`src/rtl/ulpi_rx_packetizer.sv`:
```
`default_nettype none
// ============================================================================
// Module   : ulpi_rx_packetizer
// Brief    : Frames ULPI receive bytes into tagged USB packets (first/last/err)
//            and buffers them in a FIFO behind a valid/ready output stream.
//            Optional macro ULPI_RX_PID_CHECK_EN flags a bad PID complement.
// Revision : 1.0 - initial release
// ============================================================================
module ulpi_rx_packetizer #(
   parameter int FIFO_DEPTH = 16,
   parameter int CNT_W      = 16
) (
   input  logic             clk,
   input  logic             reset_n,
   input  logic [7:0]       sys_data,
   input  logic             sys_data_valid,
   input  logic [7:0]       sys_rx_cmd,
   output logic [7:0]       out_data,
   output logic             out_first,
   output logic             out_last,
   output logic             out_err,
   output logic             out_valid,
   input  logic             out_ready,
   output logic [CNT_W-1:0] drop_cnt
);

   localparam int AW = $clog2(FIFO_DEPTH);
   localparam int EW = 11;

   typedef enum logic [1:0] {
      S_IDLE   = 2'd0,
      S_ACTIVE = 2'd1,
      S_FLUSH  = 2'd2
   } state_t;

   state_t           state_q, state_d;
   logic             rx_active_q;
   logic [7:0]       hold_q, hold_d;
   logic             hold_valid_q, hold_valid_d;
   logic             first_pend_q, first_pend_d;
   logic             err_sticky_q, err_sticky_d;
   logic [CNT_W-1:0] drop_cnt_q, drop_cnt_d;
   logic [AW:0]      wr_ptr_q, wr_ptr_d;
   logic [AW:0]      rd_ptr_q, rd_ptr_d;
   logic [EW-1:0]    out_q, out_d;
   logic             out_valid_q, out_valid_d;
   logic [EW-1:0]    mem [FIFO_DEPTH];

   logic             rx_active;
   logic             rx_error;
   logic             pid_bad;
   logic             fifo_full;
   logic             push_req;
   logic             push_ok;
   logic             pop;
   logic             drop_inc;
   logic [EW-1:0]    push_data;
   logic             unused_cmd_bits;

   assign rx_active       = sys_rx_cmd[4];
   assign rx_error        = (sys_rx_cmd[5:4] == 2'b11);
   assign unused_cmd_bits = ^{sys_rx_cmd[7:6], sys_rx_cmd[3:0]};

`ifdef ULPI_RX_PID_CHECK_EN
   assign pid_bad = (sys_data[7:4] != ~sys_data[3:0]);
`else
   assign pid_bad = 1'b0;
`endif

   // Full is taken from the registered pointers, so a same-cycle pop never frees room
   assign fifo_full = (wr_ptr_q[AW] != rd_ptr_q[AW]) &&
                      (wr_ptr_q[AW-1:0] == rd_ptr_q[AW-1:0]);
   assign pop       = out_valid_q & out_ready;
   assign push_ok   = push_req & ~fifo_full;

   always_comb begin
      state_d      = state_q;
      hold_d       = hold_q;
      hold_valid_d = hold_valid_q;
      first_pend_d = first_pend_q;
      err_sticky_d = err_sticky_q;
      push_req     = 1'b0;
      push_data    = '0;
      drop_inc     = 1'b0;

      case (state_q)
         S_IDLE: begin
            if (sys_data_valid) begin
               drop_inc = 1'b1;
            end
            if (rx_active && !rx_active_q) begin
               state_d      = S_ACTIVE;
               err_sticky_d = 1'b0;
               first_pend_d = 1'b1;
            end
         end

         S_ACTIVE: begin
            if (rx_error) begin
               err_sticky_d = 1'b1;
            end
            if (sys_data_valid) begin
               if (hold_valid_q) begin
                  push_req  = 1'b1;
                  push_data = {first_pend_q, 1'b0, 1'b0, hold_q};
                  if (fifo_full) begin
                     err_sticky_d = 1'b1;
                     drop_inc     = 1'b1;
                  end else begin
                     first_pend_d = 1'b0;
                  end
               end else if (pid_bad) begin
                  err_sticky_d = 1'b1;
               end
               hold_d       = sys_data;
               hold_valid_d = 1'b1;
            end
            // A byte arriving with the falling edge is held and flushed as last
            if (!rx_active) begin
               state_d = hold_valid_d ? S_FLUSH : S_IDLE;
            end
         end

         S_FLUSH: begin
            if (sys_data_valid) begin
               drop_inc = 1'b1;
            end
            push_req  = 1'b1;
            push_data = {first_pend_q, 1'b1, err_sticky_q, hold_q};
            if (!fifo_full) begin
               hold_valid_d = 1'b0;
               state_d      = S_IDLE;
            end
         end

         default: begin
            state_d = S_IDLE;
         end
      endcase
   end

   always_comb begin
      wr_ptr_d = wr_ptr_q + {{AW{1'b0}}, push_ok};
      rd_ptr_d = rd_ptr_q + {{AW{1'b0}}, pop};

      if (drop_inc && !(&drop_cnt_q)) begin
         drop_cnt_d = drop_cnt_q + {{(CNT_W-1){1'b0}}, 1'b1};
      end else begin
         drop_cnt_d = drop_cnt_q;
      end

      // Output register tracks the next head; bypass when the head is being written now
      out_valid_d = (wr_ptr_d != rd_ptr_d);
      if (!out_valid_d) begin
         out_d = '0;
      end else if (push_ok && (rd_ptr_d == wr_ptr_q)) begin
         out_d = push_data;
      end else begin
         out_d = mem[rd_ptr_d[AW-1:0]];
      end
   end

   always_ff @(posedge clk) begin
      if (push_ok) begin
         mem[wr_ptr_q[AW-1:0]] <= push_data;
      end
   end

   always_ff @(posedge clk or negedge reset_n) begin
      if (!reset_n) begin
         state_q      <= S_IDLE;
         rx_active_q  <= 1'b0;
         hold_q       <= '0;
         hold_valid_q <= 1'b0;
         first_pend_q <= 1'b0;
         err_sticky_q <= 1'b0;
         drop_cnt_q   <= '0;
         wr_ptr_q     <= '0;
         rd_ptr_q     <= '0;
         out_q        <= '0;
         out_valid_q  <= 1'b0;
      end else begin
         state_q      <= state_d;
         rx_active_q  <= rx_active;
         hold_q       <= hold_d;
         hold_valid_q <= hold_valid_d;
         first_pend_q <= first_pend_d;
         err_sticky_q <= err_sticky_d;
         drop_cnt_q   <= drop_cnt_d;
         wr_ptr_q     <= wr_ptr_d;
         rd_ptr_q     <= rd_ptr_d;
         out_q        <= out_d;
         out_valid_q  <= out_valid_d;
      end
   end

   assign out_first = out_q[10];
   assign out_last  = out_q[9];
   assign out_err   = out_q[8];
   assign out_data  = out_q[7:0];
   assign out_valid = out_valid_q;
   assign drop_cnt  = drop_cnt_q;

endmodule
`default_nettype wire
```
`config.mk`:
```
export PLATFORM = sky130hd
export DESIGN_NAME = ulpi_rx_packetizer
export DESIGN_NICKNAME = d
export VERILOG_FILES = /design/src/rtl/ulpi_rx_packetizer.sv
export SDC_FILE = /design/constraint.sdc
export NUM_CORES = 1
export LEC_CHECK = 0
export CORE_UTILIZATION = 54
export DETAILED_ROUTE_END_ITERATION = 10
export GPL_TIMING_DRIVEN = 0
export PLACE_DENSITY = 0.82
export SKIP_LAST_GASP = 1
export SLEW_MARGIN = 10
export SYNTH_ARGS = -nofsm -noshare
export SYNTH_HDL_FRONTEND = slang
export SYNTH_SLANG_ARGS = --single-unit
```
`constraint.sdc`:
```
create_clock -name clk -period 2.9 [get_ports clk]
set_input_delay 0.29 -clock clk [delete_from_list [all_inputs] [get_ports clk]]
set_output_delay 0.29 -clock clk [all_outputs]
set_load 0.01 [all_outputs]
```
# Word level (Yosys, flattened, before mapping)

Memories as Yosys holds them, arrays and structs flattened.
Index checks and enable logic that the tools add are counted.
Widths: inputs -> output; s select.

Reductions and logical operators: 16
Mux-type cells: 34
Bitwise operators: 3
Add/sub/neg operators: 3
Eq/ne operators: 13

Operator list:

| kind                  | number |
|---|---|
| $mux 11               | 4 |
| $pmux 11 s2           | 1 |
| $mux 1                | 19 |
| $add 16x1->16 const B | 1 |
| $reduce_and 16->1     | 1 |
| $ne 2x2->1 const B    | 6 |
| $add 5x1->5           | 2 |
| $pmux 1 s2            | 5 |
| $mux 2                | 4 |
| $pmux 2 s3            | 1 |
| $reduce_and 2->1      | 3 |
| $eq 5x5->1            | 1 |
| $ne 5x5->1            | 1 |
| $reduce_and 5->1      | 1 |
| $eq 2x2->1 const B    | 2 |
| $eq 4x4->1            | 1 |
| $logic_and 1x1->1     | 4 |
| $reduce_bool 2->1     | 2 |
| $reduce_and 3->1      | 1 |
| $and 1x1->1           | 2 |
| $eq 2x1->1 const B    | 1 |
| $logic_not 1->1       | 2 |
| $logic_not 2->1       | 1 |
| $reduce_or 2->1       | 1 |
| 2 further kinds       | 2 |

Output and inout port bits: 28
Memories: 1
RAM bits: 176
Register bits: 52
Logic and storage cells: 81
Input bits: 20

Memory list:

| memory | depth | bits a word | rd ports | clocked after Yosys merged registers in | wr ports | RTL line | text |
|---|---|---|---|---|---|---|---|
| mem    | 16    | 11          | 1        | 0                                       | 1        | 47       | `logic [EW-1:0] mem [FIFO_DEPTH];` |

# Depth between registers and ports, before layout

Gate-level depths: netlist (run 1).

Word-level depth: 7
Gate-level depth with buffers: 16
Mapped depth without buffers: 13

# Worst setup path after synthesis (run 1)

No wires, ideal clock.

Kind: reg-to-reg
Start point: register state_q[1]
End point: register out_q[0]
Path buffers: 3
Stages on the path, launching flop included: 17
Setup time: 0.123 ns
Clock period less this slack: 2.932 ns
Setup slack: -0.032 ns
Arrival time: 2.808 ns
Required time: 2.777 ns
Path through: dfrtp_1 inv_1 ha_1 buf_2 and3_1 o21a_1 o21ai_2 clkbuf_1 inv_1 ha_1 ha_1 xor2_1 xnor2_1 nand3_1 nor3_2 buf_4 a21oi_1

Cells in the longest elaborated chain, start to end: 6
Elaborated cells on any way between the ends: 10
Those cells by class: add/sub: 1; eq/ne: 3; mux: 4; bitwise: 1; reduce/logical: 1

RTL lines:

| item                                            | RTL line | text |
|---|---|---|
| start, declared                                 | 36       | `state_t state_q, state_d;` |
| start signal, assigned                          | 183      | `state_q <= state_d;` |
| $eq 2x2->1 / $eq 2x1->1 (equally long branches) | 86       | `case (state_q)` |
| $pmux 1 s2 *                                    | 86       |  |
| $and 1x1->1 *                                   | 74       | `assign push_ok = push_req & ~fifo_full;` |
| $add 5x1->5 *                                   | 143      | `wr_ptr_d = wr_ptr_q + {{AW{1'b0}}, push_ok};` |
| net wr_ptr_d[2]                                 | 43       | `logic [AW:0] wr_ptr_q, wr_ptr_d;` |
| $ne 5x5->1 *                                    | 153      | `out_valid_d = (wr_ptr_d != rd_ptr_d);` |
| $mux 11 *                                       | 154      | `if (!out_valid_d) begin` |
| net out_d[0]                                    | 45       | `logic [EW-1:0] out_q, out_d;` |
| end signal, assigned                            | 192      | `out_q <= out_d;` |
| end, declared                                   | 45       |  |

Mark *: on every way through the listed nets, which the timed path passes. The rest lies on a longest branch.
A chain may end at the register's enable or synchronous reset.

# Worst setup path in the final report (run 1)

Start point: register out_valid_q (netlist: out_valid)
End point: register out_q[0]

Cells in the longest elaborated chain, start to end: 6
Elaborated cells on any way between the ends: 8
Those cells by class: add/sub: 1; eq/ne: 2; mux: 2; bitwise: 1; reduce/logical: 1; memory: 1

RTL lines:

| item                                                  | RTL line | text |
|---|---|---|
| start, declared                                       | 46       | `logic out_valid_q, out_valid_d;` |
| start signal, assigned                                | 193      | `out_valid_q <= out_valid_d;` |
| $and 1x1->1 *                                         | 73       | `assign pop = out_valid_q & out_ready;` |
| $add 5x1->5 *                                         | 144      | `rd_ptr_d = rd_ptr_q + {{AW{1'b0}}, pop};` |
| branches (longest 3 deep; another with $mem_v2 16x11) | --       |  |
| $mux 11 *                                             | 154      |  |
| net out_d[0]                                          | 45       |  |

Mark *: on every way through the listed nets, which the timed path passes.

==> results.sh, run 1 <==
export IMPL_status="completed"
export IMPL_via_per_inst=6.09
export IMPL_first_global_vias=5660
export IMPL_postSynthRegisterBits=228
export IMPL_ant_nets=0
export IMPL_slew_viol_final=0
export IMPL_r2r_end="out_q[0]$_DFF_PN0_"
export IMPL_synth_nets=568
export IMPL_netlist_area_mm2=0.00955
export IMPL_fmax_ghz=0.349
export IMPL_critPathCaptureType="flop"
export IMPL_rows=48
export IMPL_synth_top_flop_cell="edfxtp_1"
export IMPL_syn_inst=538
export IMPL_synth_top_cell_by_area="edfxtp_1"
export IMPL_worstSetupPathType="reg2reg"
export IMPL_n_antenna_cell=0
export IMPL_areaGrowthSynthToFinish_pct=21.1
export IMPL_dp_hpwl_um=13700
export IMPL_worst_slew_pin_transition_ns=1.01
export IMPL_synth_seq_area_share_pct=69.0
export IMPL_synthSimpleGateAreaFrac_pct=6.33
export IMPL_cts_sinks=228
export IMPL_wirelength_um=21000
export IMPL_insertion_delay_ns=0.50
export IMPL_gr_usage_all_layers_pct=23.9
export IMPL_cts_buffer_depth=3
export IMPL_rr_startpoint="out_valid$_DFF_PN0_"
export IMPL_async_reset_ff_share_pct=22.8
export IMPL_overflow=0
export IMPL_stdcell_area_mm2=0.0116
export IMPL_antenna_found_initial=0
export IMPL_cp_num_buf_inv=1
export IMPL_slew_headroom_pct=32.3
export IMPL_period_needed_ns=2.86
export IMPL_synth_fa_ha_area_share_pct=1.31
export IMPL_grt_pass1_wl_um=32000
export IMPL_coreArea_mm2=0.0173
export IMPL_finalSetupViolCount=0
export IMPL_ff_latch_area_mm2=0.00659
export IMPL_synth_area_per_cell_um2=17.8
export IMPL_hold_path_class="in2async"
export IMPL_num_vias=5360
export IMPL_dr_pass1_iters=5
export IMPL_ir_drop_uv=569
export IMPL_timing_hold_ws_ns=0.287
export IMPL_die_x_um=135
export IMPL_finalHoldViolations=0
export IMPL_crit_fanout=10
export IMPL_synthTopCellsByArea="edfxtp_1, dfrtp_1, mux4_2, mux2i_1, xor2_1"
export IMPL_placed_area_mm2=0.0105
export IMPL_synth_top_family_by_area="multiplexers"
export IMPL_maxCapViolCount=0
export IMPL_layout_nets=672
export IMPL_cp_arrival_ns=3.28
export IMPL_path_clk_slew_ns=0.07
export IMPL_cts_buffers=23
export IMPL_yosysUniqueCellTypes=52
export IMPL_io_pins=48
export IMPL_total_leakage_power_nw=4.15
export IMPL_r2r_setup_slack_ns=0.04
export IMPL_multi_input_area_mm2=0.00307
export IMPL_cts_htree_levels=1
export IMPL_cp_cell_sequence="and2_1, ha_1, ha_1, xor2_4, xor2_2, nor3_1, clkbuf_1, nand3_1, a21oi_4"
export IMPL_dieArea_mm2=0.0182
export IMPL_yosysWarnings=0
export IMPL_synth_top_area_share_pct=55.3
export IMPL_root_buffer="clkbuf_16"
export IMPL_grt_setup_unrepaired="true"
export IMPL_crit_top_cell="ha_1"
export IMPL_fillers=1103
export IMPL_layout_common_cells="edfxtp_1, dfrtp_1, mux4_2, clkdlybuf4s50_1, buf_4"
export IMPL_drc=0
export IMPL_synth_edff_count=176
export IMPL_start_util_pct=55.2
export IMPL_r2r_cells=9
export IMPL_period_share_pct=98.7
export IMPL_finClkSkew_ns=0.0106
export IMPL_drt_initial_drc_count=508
export IMPL_io_buffers=41
export IMPL_crit_family="simple AND/OR/NAND/NOR gates"
export IMPL_gp_congestion=0.830
export IMPL_final_common_cell="edfxtp_1"
export IMPL_drive_gt1_share_pct=30.7
export IMPL_synth_xor_area_share_pct=3.92
export IMPL_synth_compound_area_share_pct=2.52
export IMPL_cts_tree="done"
export IMPL_grt_max_degree=34
export IMPL_max_stage_delay_ns=0.53
export IMPL_routedWlPerCell_um=23.9
export IMPL_crit_slowest_cell="clkbuf_1"
export IMPL_die_y_um=135
export IMPL_start_kind="flop"
export IMPL_power_density_mw_per_mm2=1100
export IMPL_required_ns=3.32
export IMPL_synthMuxAreaShare_pct=15.1
per-layer routing:
layer / up-vias / GRT usage [%] / part of all wire, %
met2: 251 / 41.6 / 52
met5: - / 0 / 0
li1: 2313 / - / -
met3: 53 / 4.20 / 7.4
met4: 0 / 9.24 / 3.1
met1: 2743 / 30.0 / 37
worst register-to-register path, delay by kind of cell, from the launching register on:
family	cells	cell delay, ns
AND/OR/NAND/NOR	3	0.70
buffers and inverters	1	0.53
XOR/XNOR	2	0.52
adder cells (fa/ha/maj)	2	0.48
flip-flops	1	0.37
AO/OA/AOI/OAI	1	0.20
where the power goes:
part	switching, mW	total, mW	internal (mW)
clock network	1.14	2.64	1.50
logic	3.07	5.75	2.67
registers	0.261	4.30	4.04
layout make-up:
type / count / share of cell area [%]
sequential: 228 / 57.0
multi-input combinational: 277 / 26.6
timing repair buffer: 80 / 6.43
clock buffer: 31 / 5.41
tap: 225 / 2.43
buffer: 25 / 1.64
clock inverter: 7 / 0.314
inverter: 7 / 0.249
flip-flops by register name, indices dropped and copies added (netlist names):
signal / cells
state_q: 2
out_valid: 1
rd_ptr_q: 5
err_sticky_q: 1
mem: 176
first_pend_q: 1
wr_ptr_q: 5
hold_valid_q: 1
rx_active_q: 1
hold_q: 8
out_q: 11
drop_cnt: 16
synth_stat cells, types with 2 or more instances:
cell / number
a21oi_1: 11
and2_1: 13
and3_1: 2
and4_1: 2
buf_1: 3
buf_2: 8
buf_4: 5
buf_6: 3
clkbuf_1: 7
dfrtp_1: 52
edfxtp_1: 176
ha_1: 10
inv_1: 7
mux2_2: 11
mux2i_1: 32
mux4_2: 44
nand2_1: 15
nand2b_1: 5
nand3_1: 20
nand4_1: 4
nor2_1: 7
nor3_1: 20
nor4_1: 4
nor4_2: 2
nor4b_1: 2
o21ai_0: 13
o21ai_1: 3
o22a_1: 2
or3_1: 3
xnor2_1: 8
xor2_1: 22
xor2_2: 2
timing repair:
item,CTS,global route
buffers inserted,8,12
hold buffers,1,0
resized for setup,27,42
hold endpoints to repair,19,0
pin swaps,3,8
gates cloned,1,0
setup endpoints to repair,45,45
worst max path at each step:
stage | from | to | depth (start not counted)
final | out_valid$_DFF_PN0_ | out_q[0]$_DFF_PN0_ | 9
after global routing | out_valid$_DFF_PN0_ | out_q[6]$_DFF_PN0_ | 9
after CTS | wr_ptr_q[1]$_DFF_PN0_ | out_q[0]$_DFF_PN0_ | 14
after detailed placement | state_q[1]$_DFFE_PN0P_ | out_q[6]$_DFF_PN0_ | 16
after global placement | sys_data_valid | mem[2][3]$_DFFE_PP_ | 5
after floorplan | state_q[1]$_DFFE_PN0P_ | out_q[0]$_DFF_PN0_ | 16
kinds of logic after synthesis:
family / after synthesis
buf+inv: 33
flops: 228
compound gates: 39
xor+xnor: 35
mux: 88
simple gates: 105
fa+ha+maj: 10
per-stage QoR:
step | power [mW] | setup TNS (ns) | setup WS, ns | utilization [%] | instances
after floorplan | 7.75 | 0 | 0.0671 | - | 538
after global routing | 13.2 | -0.684 | -0.101 | 66.9 | 880
after CTS | 12.2 | 0 | 0.00898 | 65.5 | 869
final | 12.7 | 0 | 0.0370 | 66.9 | 880
after global placement | 9.02 | -91.27 | -0.863 | 59.2 | 804
after detailed placement | 9.31 | -11.99 | -0.585 | 60.6 | 821
Note: power is estimated with default switching activity, not from simulation.
==> inputs of run 2 (changes only) <==
==> constraint.sdc (replaced) <==
create_clock -name clk -period 2.5 [get_ports clk]
set_input_delay 0.25 -clock clk [delete_from_list [all_inputs] [get_ports clk]]
set_output_delay 0.25 -clock clk [all_outputs]
set_load 0.01 [all_outputs]
==> run 2 against run 1 <==
The flow now finishes with violations (setup timing). Core utilization is 1.2 points higher. Sequential cell count stayed put. Non-clock buffer count is 5 lower. Critical path depth is 4 higher. Hold slack worse by 0.070 ns. Critical path type unchanged. Clock-buffer cell count stayed put. Combinational power is 21% higher. Final area is 1.7% higher. Clock skew hardly changed. Critical endpoint is now out_q[3]$_DFF_PN0_. Die area stayed put. Via count is 0.86% higher. Sequential power is 16% higher.
==> results.sh, run 2 (synthesis results as in run 1) <==
export IMPL_finalHoldViolations=0
export IMPL_drt_initial_drc_count=573
export IMPL_ir_drop_uv=777
export IMPL_crit_fanout=5
export IMPL_ant_nets=0
export IMPL_n_antenna_cell=0
export IMPL_largest_reg_flops=176
export IMPL_layout_common_cells="edfxtp_1, dfrtp_1, mux4_2, clkdlybuf4s50_1, buf_4"
export IMPL_start_util_pct=55.2
export IMPL_dp_slack_ns=-0.784
export IMPL_slew_viol_final=0
export IMPL_critPathCaptureType="flop"
export IMPL_areaGrowthSynthToFinish_pct=23.2
export IMPL_power_density_mw_per_mm2=1310
export IMPL_dp_hpwl_um=12600
export IMPL_path_clk_slew_ns=0.07
export IMPL_drc=0
export IMPL_grt_max_degree=35
export IMPL_slew_headroom_pct=41.6
export IMPL_drive_gt1_share_pct=32.0
export IMPL_via_per_inst=6.15
export IMPL_period_needed_ns=2.84
export IMPL_final_common_cell="edfxtp_1"
export IMPL_die_x_um=135
export IMPL_worstSetupPathType="reg2reg"
export IMPL_worst_slew_pin_transition_ns=0.868
export IMPL_dieArea_mm2=0.0182
export IMPL_crit_top_cell="ha_4"
export IMPL_cts_tree="done"
export IMPL_fmax_ghz=0.352
export IMPL_io_pins=48
export IMPL_insertion_delay_ns=0.52
export IMPL_required_ns=2.89
export IMPL_crit_slowest_cell="dfrtp_1"
export IMPL_rows=48
export IMPL_cts_buffers=23
export IMPL_dr_pass1_iters=5
export IMPL_finClkSkew_ns=0.0102
export IMPL_multi_input_area_mm2=0.00318
export IMPL_cp_cell_sequence="xnor2_2, nand3_2, o21ai_4, clkbuf_8, inv_4, ha_4, ha_4, xor2_2, xnor2_1, nand3_1, nor3_4, buf_6, a21oi_4"
export IMPL_maxCapViolCount=0
export IMPL_first_global_vias=5609
export IMPL_status="complete, but fails checks"
export IMPL_crit_family="simple AND/OR/NAND/NOR gates"
export IMPL_start_kind="flop"
export IMPL_finalSetupViolCount=37
export IMPL_antenna_found_initial=0
export IMPL_grt_setup_unrepaired="true"
export IMPL_routedWlPerCell_um=24.8
export IMPL_grt_pass1_wl_um=32300
export IMPL_layout_nets=667
export IMPL_period_share_pct=114
export IMPL_wirelength_um=21800
export IMPL_max_stage_delay_ns=0.51
export IMPL_ff_latch_area_mm2=0.00659
export IMPL_fin_util_pct=68.0
export IMPL_cts_htree_levels=1
export IMPL_gp_congestion=0.822
export IMPL_overflow=0
export IMPL_violations="setup timing"
export IMPL_hold_path_class="in2async"
export IMPL_total_leakage_power_nw=4.29
export IMPL_cts_buffer_depth=3
export IMPL_gr_usage_all_layers_pct=24.3
export IMPL_cts_sinks=228
export IMPL_coreArea_mm2=0.0173
export IMPL_die_y_um=135
export IMPL_root_buffer="clkbuf_16"
export IMPL_fillers=1044
export IMPL_cp_num_buf_inv=3
export IMPL_num_vias=5406
export IMPL_timing_final_ws_setup_ns=-0.343
export IMPL_cp_arrival_ns=3.23
export IMPL_io_buffers=41
==> run 2: repair_timing <==
| action | CTS | global route |
|---|---|---|
| hold buffers | 1 | 0 |
| setup buffers | 16 | 12 |
| resized for setup | 60 | 20 |
| pin swaps | 11 | 10 |
| hold endpoints to repair | 18 | 0 |
| cloned | 1 | 0 |
| setup endpoints to repair | 177 | 316 |
==> run 2: metal layers <==
layer	wire, µm	part of all wire (%)	GRT usage, %	vias up
li1	-	-	-	2310
met1	8150	37	30.9	2767
met2	11200	51	41.9	260
met3	1600	7.4	3.75	69
met4	821	3.8	10.2	0
met5	0	0	0	-
==> run 2: final timing paths <==
path                                     startpoint                       end  slack [ns]  cells after the start
setup reg to reg              rd_ptr_q[2]$_DFF_PN0_        out_q[3]$_DFF_PN0_       -0.34                     13
setup / recovery              rd_ptr_q[2]$_DFF_PN0_        out_q[3]$_DFF_PN0_       -0.34                     13
hold reg to reg            err_sticky_q$_DFFE_PN0P_  err_sticky_q$_DFFE_PN0P_        0.49                      1
hold / removal                              reset_n     wr_ptr_q[3]$_DFF_PN0_        0.22                      2
min in group clk                      sys_rx_cmd[4]     rx_active_q$_DFF_PN0_        0.33                      1
max in group asynchronous                   reset_n        out_q[3]$_DFF_PN0_        1.72                      3
==> run 2: power by group <==
| part | total [mW] | switching [mW] | internal [mW] |
|---|---|---|---|
| clock network | 3.39 | 1.45 | 1.94 |
| registers | 5.00 | 0.319 | 4.68 |
| logic | 6.98 | 3.72 | 3.26 |
| total | 15.4 | 5.48 | 9.89 |
==> run 2: final cells by class <==
cell class / instances / share of cell area (%)
multi-input combinational: 277 / 27.0
timing repair buffer: 75 / 6.23
tap: 225 / 2.39
buffer: 25 / 1.73
clock buffer: 31 / 5.49
clock inverter: 11 / 0.915
inverter: 7 / 0.245
sequential: 228 / 56.0
==> run 2: metrics by stage <==
step / area (µm²) / power, mW / TNS, ns / hold WS (ns) / instances
floorplan: 9670 / 9.09 / -7.89 / -0.0456 / 538
global placement: 10400 / 10.6 / -115.06 / 0.470 / 804
detailed placement: 10400 / 10.8 / -64.73 / 0.228 / 808
CTS: 11600 / 14.9 / -5.94 / 0.229 / 867
global route: 11800 / 15.9 / -10.97 / 0.281 / 879
finish: 11800 / 15.4 / -7.35 / 0.217 / 879
==> run 2: worst register-to-register path: cells and delay by family, from the launching register on <==
family / cells / cell delay [ns]
compound gates: 2 / 0.28
xor+xnor: 3 / 0.56
fa+ha+maj: 2 / 0.33
buf+inv: 3 / 0.44
flops: 1 / 0.51
simple gates: 3 / 0.59
==> inputs of run 3 (changes only) <==
--- a/config.mk
+++ b/config.mk
@@ -5,6 +5,7 @@
 export SDC_FILE = /design/constraint.sdc
 export NUM_CORES = 1
 export LEC_CHECK = 0
+export CORE_ASPECT_RATIO = 0.7
 export CORE_UTILIZATION = 54
 export DETAILED_ROUTE_END_ITERATION = 10
 export GPL_TIMING_DRIVEN = 0
==> constraint.sdc (replaced) <==
create_clock -name clk -period 2.5 [get_ports clk]
set_input_delay 0.25 -clock clk [delete_from_list [all_inputs] [get_ports clk]]
set_output_delay 0.25 -clock clk [all_outputs]
set_load 0.02 [all_outputs]
==> run 3 against run 2 <==
The run still ends with setup timing left. Worst setup slack improved by 0.12 ns. Clock skew increased by 0.0022 ns. Maximum frequency increased by 4.5%. Via count increased by 3.0%. Sequential power about the same. Critical path type unchanged. Combinational power about the same. Cell count increased by 2.2%. Clock-buffer cell count decreased by 1. Critical path depth decreased by 4. Final area increased by 2.4%. Routed wire length increased by 3.1%.
==> results.sh, run 3 (synthesis results as in run 1) <==
export IMPL_cp_num_buf_inv=2
export IMPL_critPathCaptureType="flop"
export IMPL_dr_pass1_iters=7
export IMPL_wl_met1_um=9120
export IMPL_dp_slack_ns=-0.785
export IMPL_n_antenna_cell=0
export IMPL_slew_viol_final=0
export IMPL_grt_max_degree=38
export IMPL_worstSetupPathType="reg2reg"
export IMPL_start_kind="flop"
export IMPL_timing_final_ws_setup_ns=-0.221
export IMPL_crit_slowest_cell="clkbuf_1"
export IMPL_wl_met3_um=2000
export IMPL_dp_hpwl_um=13300
export IMPL_total_leakage_power_nw=4.41
export IMPL_insertion_delay_ns=0.51
export IMPL_io_buffers=41
export IMPL_root_buffer="clkbuf_16"
export IMPL_dieArea_mm2=0.0182
export IMPL_routedWlPerCell_um=25.0
export IMPL_crit_fanout=10
export IMPL_hold_path_class="in2async"
export IMPL_final_common_cell="edfxtp_1"
export IMPL_crit_top_cell="ha_1"
export IMPL_timing_hold_ws_ns=0.213
export IMPL_overflow=0
export IMPL_wirelength_um=22400
export IMPL_gr_usage_all_layers_pct=24.2
export IMPL_required_ns=2.92
export IMPL_wl_met2_um=10900
export IMPL_layout_common_cells="edfxtp_1, dfrtp_1, mux4_2, buf_4, clkdlybuf4s50_1"
export IMPL_areaGrowthSynthToFinish_pct=26.2
export IMPL_antenna_found_initial=0
export IMPL_violations="setup timing"
export IMPL_layout_nets=682
export IMPL_cts_tree="done"
export IMPL_die_x_um=161
export IMPL_period_share_pct=109
export IMPL_start_util_pct=55.5
export IMPL_cts_htree_levels=1
export IMPL_finClkSkew_ns=0.0124
export IMPL_die_y_um=113
export IMPL_drc=0
export IMPL_worst_slew_pin_transition_ns=0.702
export IMPL_status="complete, but fails checks"
export IMPL_first_global_vias=5444
export IMPL_cts_sinks=228
export IMPL_power_density_mw_per_mm2=1280
export IMPL_coreArea_mm2=0.0172
export IMPL_via_per_inst=6.20
export IMPL_cts_buffers=21
export IMPL_path_clk_slew_ns=0.07
export IMPL_max_stage_delay_ns=0.46
export IMPL_ant_nets=0
export IMPL_ir_drop_uv=852
export IMPL_slew_headroom_pct=53.2
export IMPL_drive_gt1_share_pct=33.7
export IMPL_finalSetupViolCount=12
export IMPL_finalHoldViolations=0
export IMPL_grt_setup_unrepaired="true"
export IMPL_cp_cell_sequence="and2_1, ha_1, ha_1, clkbuf_4, xor2_1, nor3_1, clkbuf_1, nand3_1, a21oi_4"
export IMPL_cts_buffer_depth=3
export IMPL_rows=40
export IMPL_io_pins=48
export IMPL_largest_reg_flops=176
export IMPL_period_needed_ns=2.72
export IMPL_grt_pass1_wl_um=32200
export IMPL_drt_initial_drc_count=630
export IMPL_gp_congestion=0.870
export IMPL_fmax_ghz=0.368
export IMPL_cp_arrival_ns=3.14
export IMPL_top_layer="met4"
export IMPL_finalPower_mw=15.5
export IMPL_crit_family="buffers and inverters"
export IMPL_maxCapViolCount=0
export IMPL_num_vias=5570
run 3: changes by cell type in the layout (fill, tap and decap cells not counted), moves of 3 or more:
cell | before | now
a21oi_4 | 4 | 1
buf_12 | 5 | 15
nor4_4 | 0 | 3
buf_4 | 35 | 42
nor4_2 | 5 | 2
buf_6 | 9 | 6
run 3: worst paths after layout:
| check | cells after the start | slack (ns) | endpoint | startpoint |
|---|---|---|---|---|
| worst min-delay path | 2 | 0.21 | wr_ptr_q[3]$_DFF_PN0_ | reset_n |
| worst max register to register | 9 | -0.22 | out_q[0]$_DFF_PN0_ | out_valid$_DFF_PN0_ |
| worst max-delay path | 9 | -0.22 | out_q[0]$_DFF_PN0_ | out_valid$_DFF_PN0_ |
| min in group clk | 1 | 0.35 | rx_active_q$_DFF_PN0_ | sys_rx_cmd[4] |
| worst min register to register | 1 | 0.49 | err_sticky_q$_DFFE_PN0P_ | err_sticky_q$_DFFE_PN0P_ |
| max in group asynchronous | 3 | 1.75 | out_q[2]$_DFF_PN0_ | reset_n |
run 3: final cells by class:
cell class / instances / area, µm²
sequential: 228 / 6590
fill: 1032 / 5160
multi-input combinational: 277 / 3210
timing repair buffer: 92 / 982
clock buffer: 30 / 631
tap: 231 / 289
buffer: 25 / 194
clock inverter: 8 / 121
inverter: 7 / 28.8
run 3: timing repair:
action                     CTS  global route
hold buffers                 1             0
pin swaps                    9            21
setup endpoints to repair  179           176
setup buffers               15            30
hold endpoints to repair    15             0
gates resized for setup     55            24
cloned                       1             0
run 3: per-layer routing:
metal  track usage, %  up-vias
met5                0        -
met2             37.4      306
met3             4.88       37
met1             36.1     2893
met4             4.91        0
li1                 -     2334
run 3: power by group:
| part | internal [mW] | switching, mW | leakage, nW |
|---|---|---|---|
| Clock | 2.07 | 1.37 | 0.368 |
| Combinational | 3.26 | 3.75 | 1.77 |
| Sequential | 4.68 | 0.333 | 2.28 |
| Total | 10.0 | 5.45 | 4.41 |
run 3: worst reg2reg max path: cells and delay by family (launching register included):
kind,cells,cell delay (ns)
buffers and inverters,2,0.69
XOR/XNOR,1,0.21
AND/OR/NAND/NOR,3,0.66
adder cells (fa/ha/maj),2,0.52
flip-flops,1,0.37
AO/OA/AOI/OAI,1,0.19
run 3: through the flow:
step,TNS [ns],utilization (%),cells,instance area [µm²]
after global routing,-3.45,70.0,898,12100
after floorplan,-7.89,-,538,9670
after detailed placement,-68.35,60.5,814,10400
after global placement,-108.33,60.2,810,10400
final,-2.30,70.0,898,12100
after CTS,-5.31,67.1,868,11600
==> patch 1: new RTL, flow settings as in run 2 <==
`FIFO_DEPTH`: 16 -> 8.
--- a/src/rtl/ulpi_rx_packetizer.sv
+++ b/src/rtl/ulpi_rx_packetizer.sv
@@ -8,5 +8,5 @@
 // ============================================================================
 module ulpi_rx_packetizer #(
-   parameter int FIFO_DEPTH = 16,
+   parameter int FIFO_DEPTH = 8,
    parameter int CNT_W      = 16
 ) (
Formal check against the unedited RTL: no difference found for any inputs over 4 cycles, from zero or initial values and one cycle with reset_n low; that may be too few to reach the edited logic, so the function may still have changed.
==> patch 1 against run 2 <==
- highest routed layer unchanged
- synthesized area decreased by 39%
- largest cell class unchanged
- worst setup slack improved by 0.28 ns
- combinational power decreased by 43%
- sequential power decreased by 34%
- routed wire length decreased by 35%
- sequential cell count decreased by 90
- the flow still finishes with violations (negative setup slack)
- total power decreased by 36%
- cell area decreased by 36%
- cell count decreased by 32%
- sequential share of layout area decreased by 4.2 points
- critical endpoint is now out_q[6]$_DFF_PN0_
- critical path type unchanged
==> patch 1: results (changes against run 2) <==
[status]
status = complete, but fails checks  ; unchanged
violations = negative setup slack  ; unchanged

[layout]
largest_reg_flops = 88  ; was 176
clk_share_pct = 8.02  ; was 6.40%
nMultiInputCombCells = 197  ; was 277
seq_share_pct = 51.8  ; was 56.0%
final_area_um2 = 7530  ; was 11800 µm²
drive_gt1_share_pct = 32.1  ; was 32.0%
nNonClkBuffers = 84  ; was 100
fillCellCount = 627  ; was 1044
finalNetCount = 475  ; was 667
clkbuf_count = 17  ; was 31

[sta]
maxSlewHeadroom_pct = 45.9  ; was 41.6%
finClkSkew_ns = 0.00704  ; was 0.0102 ns
setup_viol = 29  ; was 37
setup_ws_ns = -0.0656  ; was -0.343 ns
tns_ns = -0.722  ; was -7.35 ns
whs_ns = 0.278  ; was 0.217 ns

[clock_network]
ctsResizeCount = 33  ; was 60

[placement]
pre_cts_slack_ns = -0.747  ; was -0.784 ns
place_congestion = 0.764  ; was 0.822

[synthesis]
synth_mux_area_share_pct = 12.5  ; was 15.1%
syn_area_per_cell_um2 = 16.3  ; was 17.8 µm²
synth_compound_area_share_pct = 2.83  ; was 2.52%
synth_edf_count = 88  ; was 176
synthAdderAreaFrac_pct = 2.14  ; was 1.31%
async_flop_share_pct = 36.2  ; was 22.8%
synth_cell_types = 38  ; was 52

[worst_setup_path]
critical-path-slowest-cell = nor4_4  ; was dfrtp_1
r2r_cells = 12  ; was 13

[route]
viasPerCell = 6.06  ; was 6.15

[floorplanning]
dieArea_um2 = 11200  ; was 18200 µm²

[power_and_ir_drop]
vdd_drop_max_uv = 687  ; was 777 µV

## patch 1: cell types whose count changed after synthesis, sizes merged, moves of 11 or more
cell,change
mux2i,-20
nor3,-11
nor2,+13
edfxtp,-88
mux4,-22
nand3,-12
o21ai,-13
## patch 1: cells by family after synthesis
logic type / after synthesis
flip-flops: 138
AND/OR/NAND/NOR: 89
multiplexers: 44
XOR/XNOR: 31
buffers and inverters: 24
AO/OA/AOI/OAI: 23
adder cells (fa/ha/maj): 10
## patch 1: per-layer routing
metal / part of all wire [%] / vias up / routed length [µm] / track usage [%]
li1: - / 1535 / - / -
met4: 1.8 / 0 / 253 / 9.82
met1: 39 / 1858 / 5520 / 32.0
met5: 0 / - / 0 / 0
met3: 6.6 / 25 / 940 / 7.60
met2: 53 / 184 / 7530 / 44.0
## patch 1: power by group
| group | switching (W) | internal (W) |
|---|---|---|
| Sequential | 0.000329 | 0.00297 |
| Combinational | 0.00207 | 0.00194 |
| Clock | 0.00101 | 0.00154 |
==> patch 2: new RTL, flow settings as in run 2 <==
Made on the original files. Re-encode `state_t` (3 states) as one-hot, 3 bits wide.
--- a/src/rtl/ulpi_rx_packetizer.sv
+++ b/src/rtl/ulpi_rx_packetizer.sv
@@ -28,8 +28,8 @@
    localparam int EW = 11;
 
-   typedef enum logic [1:0] {
-      S_IDLE   = 2'd0,
-      S_ACTIVE = 2'd1,
-      S_FLUSH  = 2'd2
+   typedef enum logic [2:0] {
+      S_IDLE   = 3'b001,
+      S_ACTIVE = 3'b010,
+      S_FLUSH  = 3'b100
    } state_t;
 
Check against the original RTL: no difference found for any inputs over 4 cycles, from zero or initial values and one cycle with reset_n low; so few cycles prove little.
==> patch 2 against run 2 <==
- the run still ends with negative setup slack left
- cell area shrank 1.8%
- via count decreased by 0.37%
- clock skew rose by 0.0082 ns
- worst setup slack gained 0.15 ns
- largest cell class unchanged
- total power fell by 13%
- routed wire length grew 3.1%
- sequential cell count increased by 1
- critical endpoint is now out_q[8]$_DFF_PN0_
- synthesized area fell by 2.9%
==> patch 2: results (changes against run 2) <==
[synthesis]
yosys-top-cells-count = edfxtp_1, dfrtp_1, mux4_2, a22oi_1, xnor2_1  ; was edfxtp_1, dfrtp_1, mux4_2, mux2i_1, xor2_1
ys_seq_area_share_pct = 71.3  ; was 69.0%

[clock_network]
numCtsBuffers = 22  ; was 23
clk_latency_ns = 0.50  ; was 0.52 ns

[placement]
pre_cts_slack_ns = -0.848  ; was -0.784 ns
dp_hpwl_um = 12400  ; was 12600 µm

[route]
wire_per_inst_um = 26.0  ; was 24.8 µm
routedLengthMet1_um = 8310  ; was 8150 µm
wl_met3_um = 1460  ; was 1600 µm

[worst_setup_path]
critPathArrivalTime_ns = 3.11  ; was 3.23 ns
critical-path-slowest-cell = or3_4  ; was dfrtp_1
r2r_end = out_q[8]$_DFF_PN0_  ; was out_q[3]$_DFF_PN0_
slowest_delay_ns = 0.42  ; was 0.51 ns
r2r_cells = 11  ; was 13

[sta]
setup_viol = 24  ; was 37
finClkSkew_ns = 0.0183  ; was 0.0102 ns
maxSlewHeadroom_pct = 31.4  ; was 41.6%
whs_ns = 0.242  ; was 0.217 ns
setup_ws_ns = -0.197  ; was -0.343 ns

[global_route]
grtUsageMet1_pct = 33.0  ; was 30.9%
grt_util_met2_pct = 45.1  ; was 41.9%
grt_pass1_vias = 5611  ; was 5609
grt_pass1_wl_um = 33400  ; was 32300 µm
met3_usage_pct = 3.64  ; was 3.75%
grt_start_max_net_pins = 39  ; was 35

[layout]
drive_gt1_share_pct = 35.7  ; was 32.0%

[status]
status = complete, but fails checks  ; unchanged
violations = negative setup slack  ; unchanged

[power_and_ir_drop]
power_leakage_nw = 3.90  ; was 4.29 nW

## patch 2: repair_timing
action	in CTS	in global routing
pin swaps	14	6
endpoints found under the setup margin	168	96
buffers inserted	33	4
hold buffers	1	0
cloned	3	0
gates resized for setup	75	22
endpoints found under the hold margin	15	0
## patch 2: per-stage QoR
step	TNS, ns	cells
finish	-2.38	864
global route	-4.93	864
CTS	-3.39	861
detailed placement	-107.99	786
global placement	-165.96	781
floorplan	-5.52	520
## patch 2: power by group
group | internal [W] | leakage (nW) | switching, W
Combinational | 0.00260 | 1.43 | 0.00279
Clock | 0.00198 | 0.359 | 0.00137
Sequential | 0.00435 | 2.11 | 0.000212
Total | 0.00893 | 3.90 | 0.00437
## patch 2: worst max-delay path by stage
stage	from	to	slack, ns
after global routing	out_valid$_DFF_PN0_	out_q[2]$_DFF_PN0_	-0.27
after CTS	state_q[1]$_DFFE_PN0P_	mem[4][7]$_DFFE_PP_	-0.13
final	out_valid$_DFF_PN0_	out_q[8]$_DFF_PN0_	-0.20
after detailed placement	sys_data_valid	mem[15][6]$_DFFE_PP_	-0.85
after global placement	sys_data_valid	mem[4][6]$_DFFE_PP_	-1.52
after floorplan	state_q[2]$_DFFE_PN0P_	mem[12][0]$_DFFE_PP_	-0.16
## patch 2: final cells by class
type                    instances  area [µm²]
plain buffers                  25         221
clock buffers                  25         583
clock inverters                13         141
fillers                      1021        5140
inverters                       7        26.3
multi-input cells             258        2860
flip-flops and latches        229        6620
well taps                     220         275
repair buffers                 87         827
## patch 2: cells by family after synthesis
family / share of synthesized area [%]
compound gates: 4.80
xor+xnor: 3.39
simple gates: 6.34
buf+inv: 1.73
flops: 71.3
fa+ha+maj: 0.674
mux: 11.8
